**config.mk**
```make
export PLATFORM = sky130hd
export DESIGN_NAME = vga_timing_gen
export DESIGN_NICKNAME = d
export VERILOG_FILES = /design/src/rtl/vga_timing_gen.sv
export SDC_FILE = /design/constraint.sdc
export NUM_CORES = 1
export LEC_CHECK = 0
export BUFFER_PORTS_ARGS = -buffer_cell sky130_fd_sc_hd__buf_2
export CELL_PAD_IN_SITES_DETAIL_PLACEMENT = 1
export CELL_PAD_IN_SITES_GLOBAL_PLACEMENT = 2
export CORE_ASPECT_RATIO = 0.5
export CORE_MARGIN = 4
export CORE_UTILIZATION = 40
export CTS_BUF_LIST = sky130_fd_sc_hd__clkbuf_8
export DETAILED_ROUTE_END_ITERATION = 16
export HOLD_SLACK_MARGIN = 0.15
export PLACE_DENSITY_LB_ADDON = 0.15
export SLEW_MARGIN = 20
export SYNTH_ARGS = -nofsm -noshare
export SYNTH_HDL_FRONTEND = slang
export SYNTH_SLANG_ARGS = --single-unit
```
**constraint.sdc**
```tcl
create_clock -name clk_i -period 5.3 [get_ports clk_i]
set_clock_uncertainty 0.05 [all_clocks]
set_input_delay 0 -clock clk_i [delete_from_list [all_inputs] [get_ports clk_i]]
set_output_delay 0 -clock clk_i [all_outputs]
set_load 0.02 [all_outputs]
```
**src/rtl/vga_timing_gen.sv**
```systemverilog
// Parametrised raster timing generator: prescaled pixel tick, column/line/pixel
// counters and a registered output stage that lags the counters by one clock.
module vga_timing_gen #(
  parameter int   H_ACTIVE = 640,
  parameter int   H_FP     = 16,
  parameter int   H_SYNC   = 96,
  parameter int   H_BP     = 48,
  parameter int   V_ACTIVE = 480,
  parameter int   V_FP     = 10,
  parameter int   V_SYNC   = 2,
  parameter int   V_BP     = 33,
  parameter logic H_POL    = 1'b0,
  parameter logic V_POL    = 1'b0,
  parameter int   CLK_DIV  = 1,
  parameter int   HW       = 10,
  parameter int   VW       = 10,
  parameter int   PW       = 19
) (
  input  logic          clk_i,
  input  logic          rst_n_i,
  input  logic          en_i,
  output logic          h_sync_o,
  output logic          v_sync_o,
  output logic          pixel_o,
  output logic [HW-1:0] x_o,
  output logic [VW-1:0] y_o,
  output logic [PW-1:0] p_count_o,
  output logic          pix_en_o,
  output logic          line_start_o,
  output logic          frame_start_o
);

  localparam int H_TOTAL = H_ACTIVE + H_FP + H_SYNC + H_BP;
  localparam int V_TOTAL = V_ACTIVE + V_FP + V_SYNC + V_BP;
  // A one-bit prescaler that never leaves zero when CLK_DIV is 1.
  localparam int DW = (CLK_DIV > 1) ? $clog2(CLK_DIV) : 1;

  localparam logic [DW-1:0] DIV_LAST = DW'(CLK_DIV - 1);
  localparam logic [HW-1:0] H_LAST   = HW'(H_TOTAL - 1);
  localparam logic [HW-1:0] H_ACT    = HW'(H_ACTIVE);
  localparam logic [HW-1:0] HS_BEG   = HW'(H_ACTIVE + H_FP);
  localparam logic [HW-1:0] HS_END   = HW'(H_ACTIVE + H_FP + H_SYNC);
  localparam logic [VW-1:0] V_LAST   = VW'(V_TOTAL - 1);
  localparam logic [VW-1:0] V_ACT    = VW'(V_ACTIVE);
  localparam logic [VW-1:0] VS_BEG   = VW'(V_ACTIVE + V_FP);
  localparam logic [VW-1:0] VS_END   = VW'(V_ACTIVE + V_FP + V_SYNC);

  logic [DW-1:0] div_q, div_d;
  logic [HW-1:0] hc_q, hc_d;
  logic [VW-1:0] vc_q, vc_d;
  logic [PW-1:0] pc_q, pc_d;

  logic          h_sync_q, v_sync_q, pixel_q;
  logic [HW-1:0] x_q;
  logic [VW-1:0] y_q;
  logic [PW-1:0] p_count_q;
  logic          pix_en_q, line_start_q, frame_start_q;

  logic pe, h_last, v_last, active, hs_region, vs_region;

  assign pe        = (div_q == DIV_LAST);
  assign h_last    = (hc_q == H_LAST);
  assign v_last    = (vc_q == V_LAST);
  assign active    = (hc_q < H_ACT) && (vc_q < V_ACT);
  assign hs_region = (hc_q >= HS_BEG) && (hc_q < HS_END);
  assign vs_region = (vc_q >= VS_BEG) && (vc_q < VS_END);

  always_comb begin
    div_d = div_q;
    hc_d  = hc_q;
    vc_d  = vc_q;
    pc_d  = pc_q;
    if (pe) begin
      div_d = '0;
      hc_d  = h_last ? '0 : hc_q + HW'(1);
      if (h_last) begin
        vc_d = v_last ? '0 : vc_q + VW'(1);
      end
      // Frame wrap wins over the increment so P_COUNT restarts at 0 on (0,0).
      if (h_last && v_last) begin
        pc_d = '0;
      end else if (active) begin
        pc_d = pc_q + PW'(1);
      end
    end else begin
      div_d = div_q + DW'(1);
    end
  end

  always_ff @(posedge clk_i) begin
    if (!rst_n_i) begin
      div_q         <= '0;
      hc_q          <= '0;
      vc_q          <= '0;
      pc_q          <= '0;
      h_sync_q      <= ~H_POL;
      v_sync_q      <= ~V_POL;
      pixel_q       <= 1'b0;
      x_q           <= '0;
      y_q           <= '0;
      p_count_q     <= '0;
      pix_en_q      <= 1'b0;
      line_start_q  <= 1'b0;
      frame_start_q <= 1'b0;
    end else if (en_i) begin
      div_q         <= div_d;
      hc_q          <= hc_d;
      vc_q          <= vc_d;
      pc_q          <= pc_d;
      h_sync_q      <= hs_region ? H_POL : ~H_POL;
      v_sync_q      <= vs_region ? V_POL : ~V_POL;
      pixel_q       <= active;
      x_q           <= hc_q;
      y_q           <= vc_q;
      p_count_q     <= pc_q;
      pix_en_q      <= pe;
      line_start_q  <= pe && (hc_q == '0);
      frame_start_q <= pe && (hc_q == '0) && (vc_q == '0);
    end
  end

  assign h_sync_o      = h_sync_q;
  assign v_sync_o      = v_sync_q;
  assign pixel_o       = pixel_q;
  assign x_o           = x_q;
  assign y_o           = y_q;
  assign p_count_o     = p_count_q;
  assign pix_en_o      = pix_en_q;
  assign line_start_o  = line_start_q;
  assign frame_start_o = frame_start_q;

endmodule

```
==> results.md <==
* CP max stage cell: o21ai_1
* Crit path required time at 5490 ps
* Worst hold path type: in -> reg
* Post-DP HPWL at 6090 µm
* Critical-path cell list: ha_1, and4_1, nand3_1, o21ai_1, buf_4, nor2_1
* Reg2reg setup slack at 2880 ps
* Buf/Inv on CP at 1
* First-pass GRT wire length at 14200 µm
* GR Util met1 at 20.5%
* Leak at 1.64 nW
* CTS tree: yes
* Layout cells sized above 1 at 16.2%
* Row cnt at 24
* H-tree depth at 3
* Area leader, netlist: dfxtp_1
* Yosys Warn Count at 0
* Starting Density at 41.4%
* Rel. slew slack at 47.4%
* Ranking of synthesized cells by area: dfxtp_1 46%, mux2i_1 11%, nor2b_1 7.1%
* Met3 Use GR at 5.20%
* Die area at 10800 µm²
* Post-synthesis register bit count at 84
* Final setup TNS at 0 ps
* CTS Sinks at 84
* Crit path from: hc_q[1]$_SDFFE_PN0P_
* PortBufs at 47
* Post-layout util at 47.0%
* GRT Util Overall at 16.8%
* Status: complete, no violations
* Fillcell total at 1043
* Vias in the first global route at 2920
* R2R Path End: pc_q[0]$_SDFFE_PN0P_
* Tmin final at 2420 ps
* Layout area overhead at 13.5%
* Worst R2R Path Depth at 6
* Period utilisation layout at 45.7%
* Syn Std Cell Area at 3630 µm²
* Maxcap violations at 0
* Crit path DAT at 2610 ps
* Placed Area at 3950 µm²
* Levels on crit path at 6
* Via count at 2903
* Crit-path leading delay family: compound AO/OA/AOI/OAI gates
* Synth Flop Type: dfxtp_1
* CTS Buf Count at 9
* DP Worst Slack at 2880 ps
* Syn Area/Cell at 9.51 µm²
* Die H at 75.4 µm
* Most frequent cells in the layout: 84 x dfxtp_1, 47 x buf_2, 41 x nor2b_1, 39 x mux2i_1
* CP startpoint kind: register
* Critical Path Sink: pc_q[0]$_SDFFE_PN0P_
* Clock Latency Late Sink at 350 ps
* Largest net degree at the start of global routing at 56
* First-pass DRT Iterations at 4
* Core Region at 8770 µm²
* Sequential share of the synthesized area at 46.3%
* Crit path largest cell delay at 620 ps
* Power Dens Cells at 272 nW/µm²
* DRT iter0 DRCs at 138
* Final WL at 8600 µm
* Cell count after synthesis at 382
* Drt via density at 5.34
* Yosys cell types at 40
* Fin nets at 430
* WL/cell at 15.8 µm
* Routed Antenna Nets at 0
* DRC errors left at 0
* Final setup viols at 0
* Synth top area share at 46.3%
* Final Cell Area at 4120 µm²
* Cts hold-fix bufs at 0
* Critical Path Sink Type: register
* Worst setup margin at 2880 ps
* Reg-to-reg startpoint: hc_q[1]$_SDFFE_PN0P_
* Power consumption at 1.12 mW
* Clk slew on worst S/H paths at 80 ps
* Antenna diode count at 0
* Setup CP Type: reg -> reg
* Die X at 143 µm
* Pins Over Slew Limit at 0
* Slew @ Worst Pin at 789 ps
* Initial antenna violation count at 0
* RSZ-0062 raised after global routing: no
* Most common cell after layout, fill and taps aside: dfxtp_1
* Most Crowded Layer GR: met2
* Post-CTS setup buffer count at 0
* Num ports at 48
* Clk buf depth at 2
* Cts repair resizes at 0
* Root Driver: clkbuf_8
* Fmax at 413 MHz
* Worst VDD drop at 0.111 mV
* Met2 Use GR at 28.7%
* Final Hold Viols at 0
* Placer Congestion at 0.814
* Global route overflow at 0
* Worst-path fanout max at 18
* Synth async-reset ratio at 0%
* Syn_nets at 390
* Post-synth EDFFs at 0
[stage by stage]
step                      hold slack (ps)  std cells
after floorplan                       286        382
after global placement                379        528
after detailed placement              385        528
after CTS                             182        544
after global routing                  234        544
final                                 182        544
[cells in the mapped netlist, drive strengths merged, types with 3 or more instances]
cell type / number
xor2: 9
xnor2: 6
or3: 13
nor3: 3
nor4: 5
nor2b: 41
nor2: 16
buf: 9
o21ai: 18
nand4: 13
o31ai: 5
and3: 4
inv: 9
a21oi: 19
a21boi: 7
nand3: 17
dfxtp: 84
nand2: 18
and4: 3
mux2i: 39
clkbuf: 11
or4: 12
and2: 6
ha: 5
[layer usage]
layer	share of wire [%]	vias up	wire length, µm
met2	49	43	4180
met4	0.99	0	85
met1	46	1419	3980
li1	-	1433	-
met5	0	-	0
met3	4.2	8	357
[power breakdown]
part	leakage, nW	switching, mW	internal (mW)
clock network	0.109	0.215	0.209
registers	0.679	0.00528	0.637
logic	0.852	0.0325	0.0213
[how the worst min path moves through the flow]
| stage | startpoint | end | slack [ps] | cells past startpoint |
|---|---|---|---|---|
| 5_1_grt | rst_n_i | h_sync_o$_SDFFE_PN1P_ | 230 | 2 |
| 3_3_place_gp | pix_en_o$_SDFFE_PN0P_ | pix_en_o$_SDFFE_PN0P_ | 380 | 1 |
| 6_report | rst_n_i | h_sync_o$_SDFFE_PN1P_ | 180 | 2 |
| 3_5_place_dp | h_sync_o$_SDFFE_PN1P_ | h_sync_o | 380 | 1 |
| 2_1_floorplan | en_i | line_start_o$_SDFFE_PN0P_ | 290 | 3 |
| 4_1_cts | rst_n_i | v_sync_o$_SDFFE_PN1P_ | 180 | 2 |
[kinds of logic after synthesis]
family,count (synthesis),share of synthesized area (%)
AO/OA/AOI/OAI,52,8.34
XOR/XNOR,15,3.62
multiplexers,39,10.7
adder cells (fa/ha/maj),5,1.72
AND/OR/NAND/NOR,158,26.1
flip-flops,84,46.3
buffers and inverters,29,3.20
[layout make-up]
cell class              instances  area [µm²]  area share, %
flip-flops and latches         84        1680           40.8
clock buffers                   9         124           3.00
well taps                     117         146           3.55
clock inverters                 7        53.8           1.30
multi-input cells             269        1830           44.5
repair buffers                 49         250           6.07
inverters                       9        33.8          0.819
[flip-flops by register name, summed over array words and instances (netlist names)]
name	flops
x_o	10
frame_start_o	1
h_sync_o	1
pix_en_o	1
p_count_o	19
line_start_o	1
vc_q	10
hc_q	10
y_o	10
pc_q	19
v_sync_o	1
pixel_o	1
Note: power is estimated with default switching activity, not from simulation.
